<file path="src/rtl/shift_reg_tx_pkg.sv">
// Shared definitions for the fp adder serial link (transmitter and deserializer).
package shift_reg_tx_pkg;

  localparam int unsigned FP_WORD_WIDTH = 16;
  localparam bit          LSB_FIRST     = 1'b1;

  typedef enum logic [0:0] {
    IDLE  = 1'b0,
    SHIFT = 1'b1
  } tx_state_e;

endpackage

</file>
<file path="src/rtl/shift_reg_tx.sv">
// Parallel-to-serial link transmitter: LSB first, per-bit write strobe,
// one-word holding register for gap-free back-to-back words, pause stalls emission.
module shift_reg_tx
  import shift_reg_tx_pkg::*;
#(
  parameter int unsigned WIDTH = FP_WORD_WIDTH
) (
  input  logic             clk_in,
  input  logic             rst_in,
  input  logic [WIDTH-1:0] parallel_in,
  input  logic             load_in,
  input  logic             pause_in,
  output logic             rdy_out,
  output logic             serial_out,
  output logic             wr_out,
  output logic             done_out
);

  localparam int unsigned CW = $clog2(WIDTH) + 1;
  localparam logic [CW-1:0] C_FULL  = CW'(WIDTH);
  localparam logic [CW-1:0] C_FIRST = CW'(WIDTH - 1);
  localparam logic [CW-1:0] C_LAST  = CW'(1);

  tx_state_e        r_state;
  logic [WIDTH-1:0] r_shift;
  logic [WIDTH-1:0] r_hold;
  logic             r_hold_valid;
  logic [CW-1:0]    r_count;
  logic             r_serial;
  logic             r_wr;
  logic             r_done;
  logic             w_load_ok;

  assign rdy_out    = ~r_hold_valid;
  assign w_load_ok  = load_in & rdy_out;
  assign serial_out = r_serial;
  assign wr_out     = r_wr;
  assign done_out   = r_done;

  // r_count holds the number of bits still to be emitted from r_shift.
  always_ff @(posedge clk_in) begin
    if (rst_in) begin
      r_state      <= IDLE;
      r_shift      <= '0;
      r_hold       <= '0;
      r_hold_valid <= 1'b0;
      r_count      <= '0;
      r_serial     <= 1'b0;
      r_wr         <= 1'b0;
      r_done       <= 1'b0;
    end else begin
      r_wr   <= 1'b0;
      r_done <= 1'b0;
      case (r_state)
        IDLE: begin
          if (w_load_ok) begin
            r_state <= SHIFT;
            if (pause_in) begin
              r_shift <= parallel_in;
              r_count <= C_FULL;
            end else begin
              r_serial <= parallel_in[0];
              r_wr     <= 1'b1;
              r_shift  <= {1'b0, parallel_in[WIDTH-1:1]};
              r_count  <= C_FIRST;
            end
          end
        end
        SHIFT: begin
          if (pause_in) begin
            if (w_load_ok) begin
              r_hold       <= parallel_in;
              r_hold_valid <= 1'b1;
            end
          end else begin
            r_serial <= r_shift[0];
            r_wr     <= 1'b1;
            r_shift  <= {1'b0, r_shift[WIDTH-1:1]};
            r_count  <= r_count - C_LAST;
            if (r_count == C_LAST) begin
              r_done <= 1'b1;
              // Refill straight from the holding register, or let a fresh load bypass it.
              if (r_hold_valid) begin
                r_shift      <= r_hold;
                r_count      <= C_FULL;
                r_hold_valid <= 1'b0;
              end else if (w_load_ok) begin
                r_shift <= parallel_in;
                r_count <= C_FULL;
              end else begin
                r_state <= IDLE;
              end
            end else if (w_load_ok) begin
              r_hold       <= parallel_in;
              r_hold_valid <= 1'b1;
            end
          end
        end
        default: r_state <= IDLE;
      endcase
    end
  end

endmodule

</file>
<file path="config.mk">
export PLATFORM = sky130hd
export DESIGN_NAME = shift_reg_tx
export DESIGN_NICKNAME = d
export VERILOG_FILES = /design/src/rtl/shift_reg_tx_pkg.sv /design/src/rtl/shift_reg_tx.sv
export SDC_FILE = /design/constraint.sdc
export NUM_CORES = 1
export LEC_CHECK = 0
export CORE_UTILIZATION = 50
export CTS_CLUSTER_SIZE = 30
export DETAILED_ROUTE_END_ITERATION = 10
export PLACE_DENSITY = 0.76
export SLEW_MARGIN = 20
export SYNTH_ARGS = -nofsm -noshare
export SYNTH_HDL_FRONTEND = slang
export SYNTH_SLANG_ARGS = --single-unit
</file>
<file path="constraint.sdc">
create_clock -name clk_in -period 4.7 [get_ports clk_in]
set_clock_uncertainty 0.15 [all_clocks]
set_input_delay 0.705 -clock clk_in [delete_from_list [all_inputs] [get_ports clk_in]]
set_output_delay 0.705 -clock clk_in [all_outputs]
set_load 0.01 [all_outputs]
</file>
==> results of run 1 <==
[flip-flops by register name, indices dropped and copies added (netlist names)]
signal / cells
r_state: 1
r_shift: 16
r_count: 5
wr_out: 1
serial_out: 1
done_out: 1
r_hold: 16
r_hold_valid: 1
[cell families (layout without fill, tap and decap cells)]
family	after synthesis	in the layout	share of synthesized area
mux	3	3	0.0156
simple gates	70	70	0.140
buf+inv	33	42	0.0681
flops	42	42	0.388
fa+ha+maj	2	2	0.0115
compound gates	116	116	0.377
[routing by layer]
| layer | part of all wire | track usage |
|---|---|---|
| met1 | 0.46 | 0.326 |
| met2 | 0.47 | 0.402 |
| met3 | 0.063 | 0.0667 |
| met4 | 0.0098 | 0.0833 |
| met5 | 0 | 0 |
[cells in the final DEF, fill, tap and decap left out, types with 3 or more instances in the layout]
cell type                          n
sky130_fd_sc_hd__clkdlybuf4s50_1  23
sky130_fd_sc_hd__a22oi_1          16
sky130_fd_sc_hd__o22ai_1          15
sky130_fd_sc_hd__a22o_1           14
sky130_fd_sc_hd__clkbuf_8          6
sky130_fd_sc_hd__nand2_1          35
sky130_fd_sc_hd__buf_4             4
sky130_fd_sc_hd__o21ai_0           3
sky130_fd_sc_hd__inv_1             7
sky130_fd_sc_hd__a21oi_1          24
sky130_fd_sc_hd__nor2_1           22
sky130_fd_sc_hd__a211oi_1         19
sky130_fd_sc_hd__o21a_1           15
sky130_fd_sc_hd__dfxtp_1          42
sky130_fd_sc_hd__a31oi_1           3
[area by class of cell]
class / count / area share
well taps: 50 / 0.0254
multi-input cells: 191 / 0.479
clock buffers: 7 / 0.0351
repair buffers: 27 / 0.106
clock inverters: 1 / 0.00203
inverters: 7 / 0.0107
flip-flops and latches: 42 / 0.342
[through the flow]
stage	setup WS (ns)	power (mW)	cells
after floorplan	2.62	0.555	266
after global placement	1.45	0.605	317
after detailed placement	1.35	0.609	317
after CTS	1.66	0.846	325
after global routing	1.46	0.887	325
final	1.63	0.841	325
[how the worst max path moves through the flow]
stage               depth (start not counted)  slack [ns]      from                       to
global route                                6        1.46   load_in  r_count[3]$_SDFFE_PP0P_
detailed placement                          6        1.35   load_in  r_count[2]$_SDFFE_PP0P_
finish                                      6        1.63   load_in  r_count[2]$_SDFFE_PP0P_
floorplan                                   5        2.62  pause_in  r_shift[0]$_SDFFE_PP0P_
CTS                                         6        1.66   load_in  r_count[2]$_SDFFE_PP0P_
global placement                            6        1.45   load_in  r_count[2]$_SDFFE_PP0P_
[critical path: stages]
cell,delay [ns]
sky130_fd_sc_hd__clkdlybuf4s50_1,0.51
sky130_fd_sc_hd__nand2b_1,0.43
sky130_fd_sc_hd__mux2i_2,0.79
sky130_fd_sc_hd__buf_4,0.34
sky130_fd_sc_hd__mux2i_1,0.21
sky130_fd_sc_hd__a31oi_1,0.09
[power groups by stage]
stage | clock network (mW) | registers [mW] | logic [mW]
final | 0.239 | 0.415 | 0.188
after global routing | 0.258 | 0.420 | 0.209
after CTS | 0.245 | 0.414 | 0.187
after detailed placement | 0 | 0.422 | 0.187
after global placement | 0 | 0.422 | 0.183
after floorplan | 0 | 0.411 | 0.144
==> parameters.txt, run 1 <==
Parameter                              Value

Logic synthesis
  Primary flip-flop cell chosen by synthesis mapping ... sky130_fd_sc_hd__dfxtp_1
  Number of distinct library cells after synthesis ... 37
  Count leader, synth ... sky130_fd_sc_hd__dfxtp_1
  Syn avg cell area ... 8.15 µm²
  Most common library cells after synthesis ... 42 x sky130_fd_sc_hd__dfxtp_1, 35 x sky130_fd_sc_hd__nand2_1, 24 x sky130_fd_sc_hd__a21oi_1
  Net count after synthesis ... 288
  Async SR Flop Fraction ... 0
  Post-synthesis sequential element count ... 42
  Leading post-synthesis cells by cell area ... sky130_fd_sc_hd__dfxtp_1 39%, sky130_fd_sc_hd__a211oi_1 6.6%, sky130_fd_sc_hd__nand2_1 6.1%, sky130_fd_sc_hd__a22o_1 5.7%, sky130_fd_sc_hd__a21oi_1 5.5%
  Sequential cell area fraction in the yosys report ... 0.388
  Netlist Area Pre-Place ... 2170 µm²
  Top cell type's share of synthesized area ... 0.388
  Gate Count Post-Synth ... 266
  Count of yosys warnings during synthesis ... 0
  Number of enable flip-flop cells after synthesis ... 0
  Largest area contributor in the synthesized netlist ... sky130_fd_sc_hd__dfxtp_1

Layout
  Core Util, Final ... 0.602
  Post-route cell area ... 2460 µm²
  Count of inserted antenna diode cells ... 0
  FF+latch area ... 841 µm²
  Layout overhead on the synthesized area ... 13.5%
  Share of final-layout standard cells stronger than drive strength 1 ... 0.0545
  Combined area of the multi-input logic cells ... 1180 µm²
  Nets ... 296
  Final-layout fill cell count ... 381

Worst setup path
  Highest net fanout along the worst path ... 20
  CP arrival ... 3.09 ns
  Kind of start point of the critical path ... input port
  Reg2reg path depth ... 5
  Reg-to-Reg End ... r_count[2]$_SDFFE_PP0P_
  Launch point of the worst reg-to-reg path ... r_hold_valid$_SDFFE_PP0P_
  Critical path class ... in2reg
  Type of element capturing the critical path ... flop
  Data required time of the worst path ... 4.72 ns
  Flop-to-flop setup slack ... 1.78 ns

Place
  Routability-driven placement congestion ratio ... 0.831
  Post-DP HPWL ... 3.15 mm
  Port Buf Inserts ... 23
  Area of placed instances ... 2370 µm²

Power
  Power density cells ... 342 nW/µm²
  Fraction of power consumed by combinational cells ... 0.223
  Cell leakage power ... 0.856 nW
  Share of power burned in registers ... 0.493
  Clock network fraction of design power ... 0.284
  Internal power contribution ... 0.589 mW
  Maximum VDD drop ... 133 µV
  Net switching component of the power ... 0.253 mW
  Fraction of power spent switching nets ... 0.301

Clocking
  Number of buffers inserted for hold repair after clock tree synthesis ... 0
  Clock Path Buffers ... 2
  Cell chosen for the clock root ... sky130_fd_sc_hd__clkbuf_8
  Clock Sinks ... 42
  TritonCTS clock tree ... done
  Buffers inserted by post-CTS timing repair ... 0
  # resized after CTS ... 0
  Number of clock buffers inserted by TritonCTS ... 5
  H-Tree Level Count ... 2
  CTS clk-pin slew, worst paths ... 0.08 ns
  Clock latency on the worst-skew pair ... 0.30 ns

Min path
  Worst min-delay path class ... reg2reg
  Hold path startpoint ... r_hold[11]$_SDFFE_PP0P_
  Hold depth ... 2
  Worst hold endpoint ... r_hold[11]$_SDFFE_PP0P_

Floorplan
  Top-level I/O count ... 24
  Die footprint ... 4600 µm²
  Placeable core area ... 4090 µm²
  FP Rows ... 23
  Starting Density ... 0.531
  Die span in y ... 67.9 µm
  Chip width ... 67.9 µm

STA
  Setup repair after global routing missed its margin ... false
  Final Critical Period ... 3.07 ns
  Max Clock Freq ... 0.326 GHz
  Slew @ Worst Pin ... 0.808 ns
  Setup violation total in the final timing report ... 0
  Period Utilization, post-route ... 0.653
  Number of endpoints with negative hold slack in the final report ... 0
  Relative slew slack ... 0.461
  Post-route worst hold slack ... 0.310 ns
  TNS Setup ... 0 ns
  Number of pins exceeding their max-slew limit in the final report ... 0

Routing
  Vias per cell ... 6.26
  DRT Wirelength ... 5.22 mm
  Post-detailed-route wirelength per cell ... 16.0 µm
  Detailed Routing Iterations Pass 1 ... 4
  Routed Antenna Nets ... 0
  Vias after detailed routing ... 2035
  Remaining DRCs ... 0
  Initial detailed-routing violation count ... 228

Global routing
  Total GRT Usage ... 0.251
  Total congestion overflow ... 0
  Largest net degree at the start of global routing ... 43
  Number of antenna violations at the first check in global routing ... 0
  Number of global-route vias before repair ... 1855
  First-pass GRT wire length ... 8.61 mm

Status
  Run status ... finished, final reports clean

Flow run
  Number of maximum-capacitance constraint violations ... 0
(Power assumes the default switching activity.)
==> inputs of run 2 (changes only) <==
PLACE_DENSITY = 0.79   (was 0.76)
clock period = 2.6 ns   (was 4.7 ns; I/O delays follow)
==> run 2 against run 1 <==
Clock power grew 83%. Register-to-register slack lost 1.5 ns. Largest power group unchanged. Combinational power grew 98%. Routed wire length shrank 1.0%. Critical endpoint is now r_hold[9]$_SDFFE_PP0P_. Via count grew 1.7%. Non-clock buffer count grew 10. Worst hold slack lost 0.0037 ns. Critical path depth grew 1. Final cell count grew 3.1%. Core utilization grew 2.1 points. Count of clock-buffer cells in the layout is the same.
==> parameters.txt, run 2 (same netlist as run 1, synthesis figures left out) <==
Parameter                              Value

Clocking
  Buffers inserted by post-CTS timing repair ... 0 (unchanged)
  TritonCTS clock tree ... done
  Clock Sinks ... 42 (unchanged)
  Clock latency on the worst-skew pair ... 0.30 ns (about the same)
  H-Tree Level Count ... 2 (unchanged)
  Clock Path Buffers ... 2 (unchanged)
  Cell chosen for the clock root ... sky130_fd_sc_hd__clkbuf_8
  CTS clk-pin slew, worst paths ... 0.08 ns (about the same)
  Number of buffers inserted for hold repair after clock tree synthesis ... 0 (unchanged)
  # resized after CTS ... 0 (unchanged)
  Number of clock buffers inserted by TritonCTS ... 5 (unchanged)

Layout
  Combined area of the multi-input logic cells ... 1180 µm² (unchanged)
  Core Util, Final ... 0.624 (+0.0214)
  Nets ... 306 (+3.4%)
  Count of inserted antenna diode cells ... 0 (unchanged)
  Layout overhead on the synthesized area ... 17.5%
  Share of final-layout standard cells stronger than drive strength 1 ... 0.0877 (+0.0332)
  Commonest non-fill, non-tap cells in the layout ... 42 x sky130_fd_sc_hd__dfxtp_1, 35 x sky130_fd_sc_hd__nand2_1, 24 x sky130_fd_sc_hd__a21oi_1, 23 x sky130_fd_sc_hd__clkdlybuf4s50_1, 22 x sky130_fd_sc_hd__nor2_1
  FF+latch area ... 841 µm² (unchanged)
  Leading cell type in the layout, fill and taps excluded ... sky130_fd_sc_hd__dfxtp_1
  Largest registers in the final layout ... r_hold x16, r_shift x16, r_count x5
  Final-layout fill cell count ... 381 (unchanged)

Routing
  Post-detailed-route wirelength per cell ... 15.4 µm (-4.0%)
  Initial detailed-routing violation count ... 144 (-37%)
  Remaining DRCs ... 0 (unchanged)
  Vias after detailed routing ... 2070 (+1.7%)
  Vias per cell ... 6.18 (-1.3%)
  Detailed Routing Iterations Pass 1 ... 4 (unchanged)
  Routed Antenna Nets ... 0 (unchanged)
  DRT Wirelength ... 5.16 mm (-1.0%)

STA
  Max Clock Freq ... 0.426 GHz
  Period Utilization, post-route ... 0.903
  TNS Setup ... 0 ns (unchanged)
  Setup slack after layout ... 0.252 ns (-1.38 ns)
  Final Critical Period ... 2.35 ns
  Setup repair after global routing missed its margin ... false
  Relative slew slack ... 0.469 (+0.00791)
  Number of endpoints with negative hold slack in the final report ... 0 (unchanged)
  Number of pins exceeding their max-slew limit in the final report ... 0 (unchanged)
  Setup violation total in the final timing report ... 0 (unchanged)
  Slew @ Worst Pin ... 0.796 ns (-0.0119 ns)

Global routing
  Total GRT Usage ... 0.260 (+0.00871)
  Number of antenna violations at the first check in global routing ... 0 (unchanged)
  Total congestion overflow ... 0 (unchanged)
  First-pass GRT wire length ... 8.92 mm (+3.6%)
  Number of global-route vias before repair ... 1960 (+5.7%)
  Largest net degree at the start of global routing ... 43 (unchanged)

Place
  Routability-driven placement congestion ratio ... 0.821 (-1.1%)
  Post-placement worst setup slack ... 0.235 ns (-1.12 ns)
  Post-DP HPWL ... 3.32 mm (+5.3%)
  Port Buf Inserts ... 23 (unchanged)

Worst setup path
  Type of element capturing the critical path ... flop
  Data required time of the worst path ... 2.68 ns (-2.04 ns)
  CP arrival ... 2.43 ns (-0.66 ns)
  Kind of start point of the critical path ... flop
  Crit-path max cell delay ... 0.62 ns (-0.17 ns)
  Critical Path, Cell by Cell ... inv_1 > ha_1 > or4b_1 > buf_4 > o211ai_2 > nand2_1 > a21oi_1
  Highest net fanout along the worst path ... 16 (-20%)
  Worst-path cell with the longest stage delay ... sky130_fd_sc_hd__o211ai_2
  Critical path class ... reg2reg

Min path
  Worst min-delay path class ... reg2reg

Floorplan
  Top-level I/O count ... 24 (unchanged)
  Die footprint ... 4600 µm² (unchanged)
  FP Rows ... 23 (unchanged)
  Chip width ... 67.9 µm (unchanged)
  Die span in y ... 67.9 µm (unchanged)
  Starting Density ... 0.531 (unchanged)
  Placeable core area ... 4090 µm² (unchanged)

Power
  Total power of the final layout ... 1.55 mW (+84%)
  Cell leakage power ... 0.908 nW (+6.1%)
  Maximum VDD drop ... 334 µV (+150%)
  Power density cells ... 608 nW/µm² (+78%)

Flow run
  Number of maximum-capacitance constraint violations ... 0 (unchanged)

Status
  Run status ... finished, final reports clean
-- run 2: cell count changes in the layout (fill, tap and decap cells not counted) --
cell                     change
sky130_fd_sc_hd__buf_12      +1
sky130_fd_sc_hd__buf_4       +9
-- run 2: worst paths after layout --
check / slack [ns] / startpoint / end / cells past startpoint
worst max-delay path: 0.25 / r_count[1]$_SDFFE_PP0P_ / r_hold[9]$_SDFFE_PP0P_ / 7
worst min-delay path: 0.31 / r_hold[11]$_SDFFE_PP0P_ / r_hold[11]$_SDFFE_PP0P_ / 2
worst max register to register: 0.25 / r_count[1]$_SDFFE_PP0P_ / r_hold[9]$_SDFFE_PP0P_ / 7
worst min register to register: 0.31 / r_hold[11]$_SDFFE_PP0P_ / r_hold[11]$_SDFFE_PP0P_ / 2
-- run 2: where the power goes --
group	leakage, nW	total, mW	switching, mW	internal [mW]
Clock	0.0482	0.437	0.223	0.214
Combinational	0.514	0.372	0.203	0.169
Sequential	0.345	0.740	0.0397	0.700
Total	0.908	1.55	0.466	1.08
-- run 2: stage by stage --
step | hold WS (ns) | instance area (µm²) | cells
floorplan | 0.286 | 2170 | 266
global placement | 0.293 | 2460 | 327
detailed placement | 0.299 | 2460 | 327
CTS | 0.310 | 2550 | 335
global route | 0.322 | 2550 | 335
finish | 0.306 | 2550 | 335
-- run 2: routing by layer --
metal | up-vias | global-route usage | share of wire
met3 | 9 | 0.0517 | 0.053
met2 | 65 | 0.441 | 0.49
met4 | 0 | 0.0990 | 0.014
met5 | - | 0 | 0
met1 | 979 | 0.323 | 0.45
li1 | 1017 | - | -
-- run 2: cell type report --
cell class | count | area share
tap | 50 | 0.0245
inverter | 7 | 0.0103
clock inverter | 1 | 0.00196
multi-input combinational | 191 | 0.463
sequential | 42 | 0.330
timing repair buffer | 37 | 0.136
clock buffer | 7 | 0.0339
-- run 2: critical path, delay by kind of cell, from the launching register on --
kind | cells | cell delay [ns]
buffers and inverters | 2 | 0.28
flip-flops | 1 | 0.34
adder cells (fa/ha/maj) | 1 | 0.13
AO/OA/AOI/OAI | 2 | 0.78
AND/OR/NAND/NOR | 2 | 0.60
